<file path="config.mk">
export PLATFORM = sky130hd
export DESIGN_NAME = renkon_serial_drain
export DESIGN_NICKNAME = d
export VERILOG_FILES = /design/src/rtl/renkon_serial_drain_pkg.sv /design/src/rtl/renkon_drain_fifo.sv /design/src/rtl/renkon_serial_drain.sv
export SDC_FILE = /design/constraint.sdc
export NUM_CORES = 1
export LEC_CHECK = 0
export ABC_AREA = 1
export CORE_MARGIN = 4
export CORE_UTILIZATION = 57
export DETAILED_ROUTE_END_ITERATION = 6
export HOLD_SLACK_MARGIN = 0.15
export PLACE_DENSITY = 0.8
export SYNTH_ARGS = -nofsm -noshare
export SYNTH_HDL_FRONTEND = slang
export SYNTH_HIERARCHICAL = 1
export SYNTH_SLANG_ARGS = --single-unit
</file>
<file path="constraint.sdc">
create_clock -name clk -period 3.4 [get_ports clk]
set_input_delay 0.34 -clock clk [delete_from_list [all_inputs] [get_ports clk]]
set_output_delay 0.34 -clock clk [all_outputs]
set_load 0.1 [all_outputs]
</file>
<file path="src/rtl/renkon_serial_drain_pkg.sv">
// Shared constants and types for the serial-matrix drain block.
// Provides default widths, read latency, output buffer depth and FSM state encoding.
package renkon_serial_drain_pkg;

   localparam int unsigned RENKON_DWIDTH  = 16;
   localparam int unsigned RENKON_OUTSIZE = 10;
   localparam int unsigned RENKON_CORELOG = 3;
   localparam int unsigned RENKON_CORE    = 1 << RENKON_CORELOG;
   localparam int unsigned RENKON_RD_LAT  = 2;
   localparam int unsigned RENKON_DEPTH   = 4;

   typedef enum logic [1:0] {
      ST_IDLE  = 2'd0,
      ST_ISSUE = 2'd1,
      ST_FLUSH = 2'd2,
      ST_DONE  = 2'd3
   } drain_state_t;

endpackage

</file>
<file path="src/rtl/renkon_drain_fifo.sv">
// Small output buffer for the drain block, built as a shift register so the
// head word is always a flop (m_data holds cleanly while stalled).
// Ports: clk, xrst (async active-low), wr_en/wr_data push, rd_en pop,
// rd_data head word, not_empty flag, count of stored words.
module renkon_drain_fifo #(
   parameter int unsigned DWIDTH = 16,
   parameter int unsigned DEPTH  = 4
) (
   input  logic                           clk,
   input  logic                           xrst,
   input  logic                           wr_en,
   input  logic [DWIDTH-1:0]              wr_data,
   input  logic                           rd_en,
   output logic [DWIDTH-1:0]              rd_data,
   output logic                           not_empty,
   output logic [$clog2(DEPTH+1)-1:0]     count
);

   localparam int unsigned CW = $clog2(DEPTH + 1);

   logic [DWIDTH-1:0] ent_q [DEPTH];
   logic [DWIDTH-1:0] ent_d [DEPTH];
   logic [CW-1:0]     count_q;
   logic [CW-1:0]     count_d;
   logic [CW-1:0]     widx_c;
   logic              rd_c;
   logic              ne_q;

   // Pop only a non-empty buffer; a simultaneous push lands one slot lower.
   always_comb begin
      ent_d   = ent_q;
      rd_c    = rd_en && (count_q != '0);
      widx_c  = rd_c ? (count_q - CW'(1)) : count_q;
      count_d = count_q + CW'(wr_en) - CW'(rd_c);
      if (rd_c) begin
         for (int unsigned i = 0; i < DEPTH - 1; i++) ent_d[i] = ent_q[i+1];
      end
      if (wr_en) begin
         for (int unsigned i = 0; i < DEPTH; i++) begin
            if (CW'(i) == widx_c) ent_d[i] = wr_data;
         end
      end
   end

   always_ff @(posedge clk or negedge xrst) begin
      if (!xrst) begin
         for (int unsigned i = 0; i < DEPTH; i++) ent_q[i] <= '0;
         count_q <= '0;
         ne_q    <= 1'b0;
      end else begin
         ent_q   <= ent_d;
         count_q <= count_d;
         ne_q    <= (count_d != '0);
      end
   end

   assign rd_data   = ent_q[0];
   assign not_empty = ne_q;
   assign count     = count_q;

endmodule

</file>
<file path="src/rtl/renkon_serial_drain.sv">
// Drains core_num banks x out_len words from the serial matrix in bank-major
// order into a valid/ready stream, throttling reads so the buffer never overflows.
// Ports: clk, xrst (async active-low); req/out_len/core_num start a drain;
// serial_re/serial_addr read the matrix, in_data returns RD_LAT after issue;
// m_valid/m_ready/m_data output stream; busy while draining, ack done pulse.
module renkon_serial_drain
   import renkon_serial_drain_pkg::*;
#(
   parameter int unsigned DWIDTH  = RENKON_DWIDTH,
   parameter int unsigned OUTSIZE = RENKON_OUTSIZE,
   parameter int unsigned CORELOG = RENKON_CORELOG,
   parameter int unsigned RD_LAT  = RENKON_RD_LAT,
   parameter int unsigned DEPTH   = RENKON_DEPTH
) (
   input  logic                     clk,
   input  logic                     xrst,
   input  logic                     req,
   input  logic [OUTSIZE-1:0]       out_len,
   input  logic [CORELOG:0]         core_num,
   output logic [CORELOG:0]         serial_re,
   output logic [OUTSIZE-1:0]       serial_addr,
   input  logic signed [DWIDTH-1:0] in_data,
   output logic                     m_valid,
   input  logic                     m_ready,
   output logic signed [DWIDTH-1:0] m_data,
   output logic                     busy,
   output logic                     ack
);

   localparam int unsigned BW = CORELOG + 1;
   localparam int unsigned CW = $clog2(DEPTH + 1);
   localparam int unsigned SW = CW + 1;
   localparam int unsigned PW = $clog2(RD_LAT + 1);

   drain_state_t        state_q, state_d;
   logic [OUTSIZE-1:0]  len_q, addr_q, addr_d, cur_len;
   logic [BW-1:0]       num_q, bank_q, bank_d, cur_num;
   logic [RD_LAT-1:0]   vpipe_q;
   logic [CW-1:0]       fifo_count;
   logic [PW-1:0]       inflight_c;
   logic                start_c, nz_c, room_c, issue_c, last_c;
   logic [BW-1:0]       re_q;
   logic [OUTSIZE-1:0]  raddr_q;
   logic                busy_q, ack_q;
   logic [DWIDTH-1:0]   head_data;

   // Reads still travelling through the matrix pipeline.
   always_comb begin
      inflight_c = '0;
      for (int unsigned i = 0; i < RD_LAT; i++) inflight_c = inflight_c + PW'(vpipe_q[i]);
   end

   // The first read issues straight from IDLE using the live inputs so the
   // first word reaches the output RD_LAT+1 cycles after the request.
   assign start_c = (state_q == ST_IDLE) && req;
   assign nz_c    = (out_len != '0) && (core_num != '0);
   assign cur_len = (state_q == ST_IDLE) ? out_len : len_q;
   assign cur_num = (state_q == ST_IDLE) ? core_num : num_q;
   assign room_c  = (SW'(fifo_count) + SW'(inflight_c)) < SW'(DEPTH);
   assign issue_c = room_c && ((state_q == ST_ISSUE) || (start_c && nz_c));
   assign last_c  = (addr_q == cur_len - OUTSIZE'(1)) && (bank_q == cur_num - BW'(1));

   // Next-state and read-address counters.
   always_comb begin
      state_d = state_q;
      addr_d  = addr_q;
      bank_d  = bank_q;
      if (issue_c) begin
         if (addr_q == cur_len - OUTSIZE'(1)) begin
            addr_d = '0;
            bank_d = bank_q + BW'(1);
         end else begin
            addr_d = addr_q + OUTSIZE'(1);
         end
      end
      case (state_q)
         ST_IDLE: begin
            if (req) begin
               if (!nz_c)                  state_d = ST_DONE;
               else if (issue_c && last_c) state_d = ST_FLUSH;
               else                        state_d = ST_ISSUE;
            end
         end
         ST_ISSUE: begin
            if (issue_c && last_c) state_d = ST_FLUSH;
         end
         ST_FLUSH: begin
            if ((fifo_count == '0) && (vpipe_q == '0)) state_d = ST_DONE;
         end
         ST_DONE: begin
            state_d = ST_IDLE;
            addr_d  = '0;
            bank_d  = '0;
         end
         default: state_d = ST_IDLE;
      endcase
   end

   always_ff @(posedge clk or negedge xrst) begin
      if (!xrst) begin
         state_q <= ST_IDLE;
         len_q   <= '0;
         num_q   <= '0;
         addr_q  <= '0;
         bank_q  <= '0;
         vpipe_q <= '0;
         re_q    <= '0;
         raddr_q <= '0;
         busy_q  <= 1'b0;
         ack_q   <= 1'b0;
      end else begin
         state_q <= state_d;
         if (start_c) begin
            len_q <= out_len;
            num_q <= core_num;
         end
         addr_q  <= addr_d;
         bank_q  <= bank_d;
         vpipe_q <= (vpipe_q << 1) | RD_LAT'(issue_c);
         re_q    <= issue_c ? (bank_q + BW'(1)) : '0;
         raddr_q <= issue_c ? addr_q : '0;
         busy_q  <= (state_d != ST_IDLE);
         ack_q   <= (state_q == ST_DONE);
      end
   end

   renkon_drain_fifo #(
      .DWIDTH (DWIDTH),
      .DEPTH  (DEPTH)
   ) u_fifo (
      .clk       (clk),
      .xrst      (xrst),
      .wr_en     (vpipe_q[RD_LAT-1]),
      .wr_data   (in_data),
      .rd_en     (m_valid && m_ready),
      .rd_data   (head_data),
      .not_empty (m_valid),
      .count     (fifo_count)
   );

   assign m_data      = head_data;
   assign serial_re   = re_q;
   assign serial_addr = raddr_q;
   assign busy        = busy_q;
   assign ack         = ack_q;

endmodule

</file>
Word-level counts from Yosys, hierarchy flattened. Cells that the tools add are included. W data, S select, Z words.

Mux-type cells: 23. $lt $le $gt $ge: 1. Reduce and logical (&&, ||, !) cells: 23. Add/sub/neg operators: 9. Bitwise logic cells: 1. Equality and inequality tests: 8.

Operator list (count): $mux W16 (4); $mux W64 (1); $mux W10 (5); $mux W48 (1); $mux W4 (5); $add A10 B1 Y10 const B (1); $eq A10 B10 Y1 (1); $mux W2 (5); $reduce_bool A10 Y1 (1); $sub A10 B1 Y10 const B (1); $logic_and A1 B1 Y1 (9); $pmux W2 S4 (1); $eq A2 B3 Y1 const A (2); $logic_not A3 Y1 (2); $reduce_bool A2 Y1 (3); $reduce_bool A3 Y1 (2); $add A3 B2 Y4 (1); $add A4 B1 Y4 const B (1); $eq A2 B2 Y1 const B (2); $eq A4 B4 Y1 (1); $logic_not A2 Y1 (2); $lt A4 B3 Y1 const B (1); $reduce_and A2 Y1 (2); $reduce_bool A4 Y1 (1); 10 further kinds (10).

Flip-flop bits (word level): 116. Logic and storage cells: 81.

Depth between registers and ports, before layout.
Word-level depth: 11. Depth in mapped cells: 19.

Hierarchy. The synthesis kept the hierarchy.

Modules (own cells, without submodules): renkon_drain_fifo (times used 1, sequential area each 1701.6 um^2, area an instance 3637.2 um^2, cells each 498); renkon_serial_drain (times used 1, sequential area each 1201.2 um^2, area an instance 2805.2 um^2, cells each 373).

Worst setup path before layout. No wires, ideal clock.

Path type: register to register. Start: register state_q[1]. End: register busy_q (netlist: busy). Buffers on the path: 2. Stages on the path, launching flop included: 18. Period minus slack after synthesis: 2.368 ns. Slack: 1.032 ns. Data arrival time: 2.246 ns. Data required time: 3.278 ns. Cell sequence: dfrtp_1 > nor2_4 > buf_6 > buf_6 > nand2_1 > o21ai_1 > ha_1 > xor2_1 > xor2_1 > nand2_1 > nor2_1 > nand2_1 > nor2_2 > nand3_1 > nand2_1 > nand2_1 > nor2_1 > nand2_1.

Word-level cells in the longest chain between the ends: 11.

RTL lines: from (decl) (RTL line renkon_serial_drain.sv:35) `drain_state_t state_q, state_d;`; from (signal assigned) (RTL line renkon_serial_drain.sv:112) `state_q <= state_d;`; $logic_not A2 Y1; $mux W10 (tied with other cells) (RTL line renkon_serial_drain.sv:57) `assign cur_len = (state_q == ST_IDLE) ? out_len : len_q;`; $sub A10 B1 Y10 (tied with other cells) (RTL line renkon_serial_drain.sv:61) `assign last_c = (addr_q == cur_len - OUTSIZE'(1)) && (bank_q == cur_num - BW'(1));`; $eq A10 B10 Y1 (tied with other cells) (RTL line renkon_serial_drain.sv:61); $logic_and A1 B1 Y1, on equally long branches (RTL line renkon_serial_drain.sv:61, renkon_serial_drain.sv:60); $logic_and A1 B1 Y1 (RTL line renkon_serial_drain.sv:80, renkon_serial_drain.sv:85); $mux W2 (RTL line renkon_serial_drain.sv:80) `else if (issue_c && last_c) state_d = ST_FLUSH;`; $mux W2 (RTL line renkon_serial_drain.sv:79) `if (!nz_c) state_d = ST_DONE;`; $mux W2 (RTL line renkon_serial_drain.sv:78) `if (req) begin`; $pmux W2 S4 (*) (RTL line renkon_serial_drain.sv:76) `case (state_q)`; $reduce_bool A2 Y1 (*) (RTL line renkon_serial_drain.sv:122) `busy_q <= (state_d != ST_IDLE);`; to (signal assigned) (RTL line renkon_serial_drain.sv:122); to (decl) (RTL line renkon_serial_drain.sv:44) `logic busy_q, ack_q;`.

Every way passes the cells marked *; elsewhere a longest branch is shown, timed or not. A chain may end at the register's enable or synchronous reset.

Worst setup path after layout.
Start: register state_q[1]. End: register bank_q[2].

Word-level cells in the longest chain between the ends: 7.

RTL lines: branches (longest 7 deep; another with $sub A10 B1 Y10); to (signal assigned) (RTL line renkon_serial_drain.sv:118) `bank_q <= bank_d;`; to (decl) (RTL line renkon_serial_drain.sv:37) `logic [BW-1:0] num_q, bank_q, bank_d, cur_num;`.

Parallel ways; which one is timed is not known.

==> results.json <==
{
  "r2r-start": "state_q[1]$_DFF_PN0_",
  "die_area_mm2": 0.01307,
  "drc": 0,
  "synth_area_leader_cell": "dfrtp_1",
  "r2r-end": "bank_q[2]$_DFFE_PN0P_",
  "drtIter0Drc": 458,
  "vias": 5529,
  "irDropWorstVdd_v": 0.0006917,
  "start_util": 0.5891,
  "fp.dieW_um": 114.3,
  "critical_path_class": "flop to flop",
  "nets": 959,
  "synthCells": 871,
  "yosysWarningCount": 6,
  "wl_um": 14200,
  "syn_nets": 914,
  "power.static_leakage_nw": 4.035,
  "ant_nets": 0,
  "synth_cell_type_count": 33,
  "dp_hpwl_um": 9615,
  "wl_per_cell_um": 13.33,
  "cts_resized": 0,
  "cts.root.buffer_cell": "clkbuf_16",
  "setup_viol": 0,
  "clk_pin_slew_ns": 0.05,
  "final_common_cell": "nand2_1",
  "status": "complete, no violations",
  "syn_area_per_cell_um2": 7.397,
  "cp-start-kind": "flop",
  "cts_setup_buffers": 0,
  "cp.required_ns": 3.70,
  "max_slew_margin": 0.3454,
  "antenna_found_initial": 0,
  "via_per_inst": 5.192,
  "final.setup.tns_ns": 0,
  "fin_ws_ns": 0.7000,
  "grt_pass1_vias": 5241,
  "finalMaxSlewViolations": 0,
  "crit_arrival_ns": 3.00,
  "maxCapViolations": 0,
  "track_usage": 0.2324,
  "io-pin-count": 67,
  "hold_path_depth": 0,
  "synth_top_area_share": 0.4506,
  "clkLatencyLatePin_ns": 0.41,
  "antenna_cells": 0,
  "synthTopCellsByArea": "dfrtp_1 45%, nand2_1 23%, nand3_1 5.8%",
  "io_buffers": 66,
  "grt_pass1_wl_um": 24290,
  "hold_viol": 0,
  "grt_max_degree": 71,
  "holdCritPathClass": "flop to flop",
  "r2r_setup_slack_ns": 0.70,
  "place_congestion": 0.9217,
  "dp_slack_ns": 0.7464,
  "gr-total-overflow": 0,
  "place_inst": 1036,
  "holdCritStartpoint": "vpipe_q[0]$_DFF_PN0_",
  "fin_crit_ns": 2.700,
  "cts_tree": "yes",
  "dieHeight_um": 114.3,
  "nFillCells": 908,
  "holdPathEnd": "vpipe_q[1]$_DFF_PN0_",
  "tightest_slew_ns": 0.9788,
  "cts_inserted_buffers": 17,
  "final_area_mm2": 0.007574,
  "area_growth_pct": 17.56,
  "cts_buffer_depth": 2,
  "whs_ns": 0.4188,
  "crit_path_end_kind": "flop",
  "clock_skew_ns": 0.006853,
  "finalCritPeriodShare": 0.7941,
  "cts_sinks": 116,
  "layoutNonFillerInstCount": 1065,
  "rows": 38,
  "rsz0062_at_grt": "no",
  "fmax_mhz": 370.4,
  "htreeDepth": 4,
  "yosysSeqAreaShare": 0.4506,
  "ys_ff_latch": 116,
  "core-area_mm2": 0.01094,
  "ff2ff_path_depth": 17,
  "synth_area_mm2": 0.006442,
  "power_density_mw_per_mm2": 1029,
  "placed_cell_area_mm2": 0.007041,
  "ctsHoldBuffers": 1,
  "finalPower_mw": 7.794,
  "crit_fanout": 19,
  "first_pass_iters": 5,
  "layout_common_cells": "403 x nand2_1, 116 x dfrtp_1, 75 x nand3_1",
  "drive_gt1_frac": 0.09838,
  "fin_util": 0.6926
}
==> cells in the mapped netlist, drive strengths merged <==
master	instances
nor2	49
dfrtp	116
nand4	9
buf	37
nand3	80
a21oi	8
clkbuf	11
xnor2	1
ha	8
o22ai	6
nor3	2
nor4	2
fa	1
nand2	428
o211ai	1
a21o	1
inv	67
nand3b	1
xor2	16
o21ai	27
==> critical path, stage by stage, from the launching register on <==
cell     delay [ns]
dfrtp_1        0.46
nor2_4         0.41
nand2_1        0.12
nand2_2        0.12
ha_1           0.19
nand3_2        0.13
nor2_2         0.17
nor2_1         0.06
nor2_1         0.09
nand2_1        0.06
nor2_1         0.10
nand2_1        0.09
nor2_4         0.15
nand2_2        0.08
nand2_2        0.10
nand2_4        0.11
nand2_1        0.11
o21ai_2        0.05
==> per-layer routing <==
layer | global-route usage | up-vias | part of all wire
met2 | 0.3962 | 184 | 0.50
met1 | 0.2908 | 2527 | 0.42
met4 | 0.08551 | 0 | 0.021
met3 | 0.05074 | 30 | 0.059
li1 | - | 2788 | -
met5 | 0 | - | 0
==> flip-flops by register name, indices dropped and copies added, names as in the netlist, 3 cells and up <==
signal          cells
addr_q             10
bank_q              4
len_q              10
num_q               4
serial_addr        10
serial_re           4
u_fifo/count        3
u_fifo/ent_q       48
u_fifo/rd_data     16
==> report_power, final <==
group	switching, mW	leakage (nW)	internal [mW]
clock network	0.578	0.251	1.02
logic	2.81	2.29	1.19
registers	0.316	1.50	1.88
total	3.70	4.04	4.09
==> how the worst max path moves through the flow <==
stage | start | endpoint | slack (ns) | cells after the start
after floorplan | state_q[1]$_DFF_PN0_ | busy$_DFF_PN0_ | 1.03 | 17
after global placement | state_q[1]$_DFF_PN0_ | bank_q[3]$_DFFE_PN0P_ | 0.79 | 17
after detailed placement | out_len[0] | bank_q[2]$_DFFE_PN0P_ | 0.75 | 17
after CTS | state_q[1]$_DFF_PN0_ | bank_q[2]$_DFFE_PN0P_ | 0.74 | 17
after global routing | state_q[1]$_DFF_PN0_ | busy$_DFF_PN0_ | 0.37 | 17
final | state_q[1]$_DFF_PN0_ | bank_q[2]$_DFFE_PN0P_ | 0.70 | 17
==> cells by family (layout without fill, tap and decap cells) <==
kind of cell	count (synthesis)	after routing	share of synthesized area
adder cells (fa/ha/maj)	9	9	0.01865
XOR/XNOR	17	17	0.02428
flip-flops	116	116	0.4506
AO/OA/AOI/OAI	43	43	0.03943
AND/OR/NAND/NOR	571	571	0.3814
buffers and inverters	115	169	0.08565
==> cell type report <==
cell class | instances | area (µm²) | area share
inverters | 67 | 251.5 | 0.03321
flip-flops and latches | 116 | 2903 | 0.3833
clock inverters | 5 | 55.05 | 0.007269
well taps | 140 | 175.2 | 0.02313
repair buffers | 74 | 733.2 | 0.09681
multi-input cells | 640 | 2988 | 0.3945
clock buffers | 23 | 467.9 | 0.06179
Note: power is estimated with default switching activity, not from simulation.
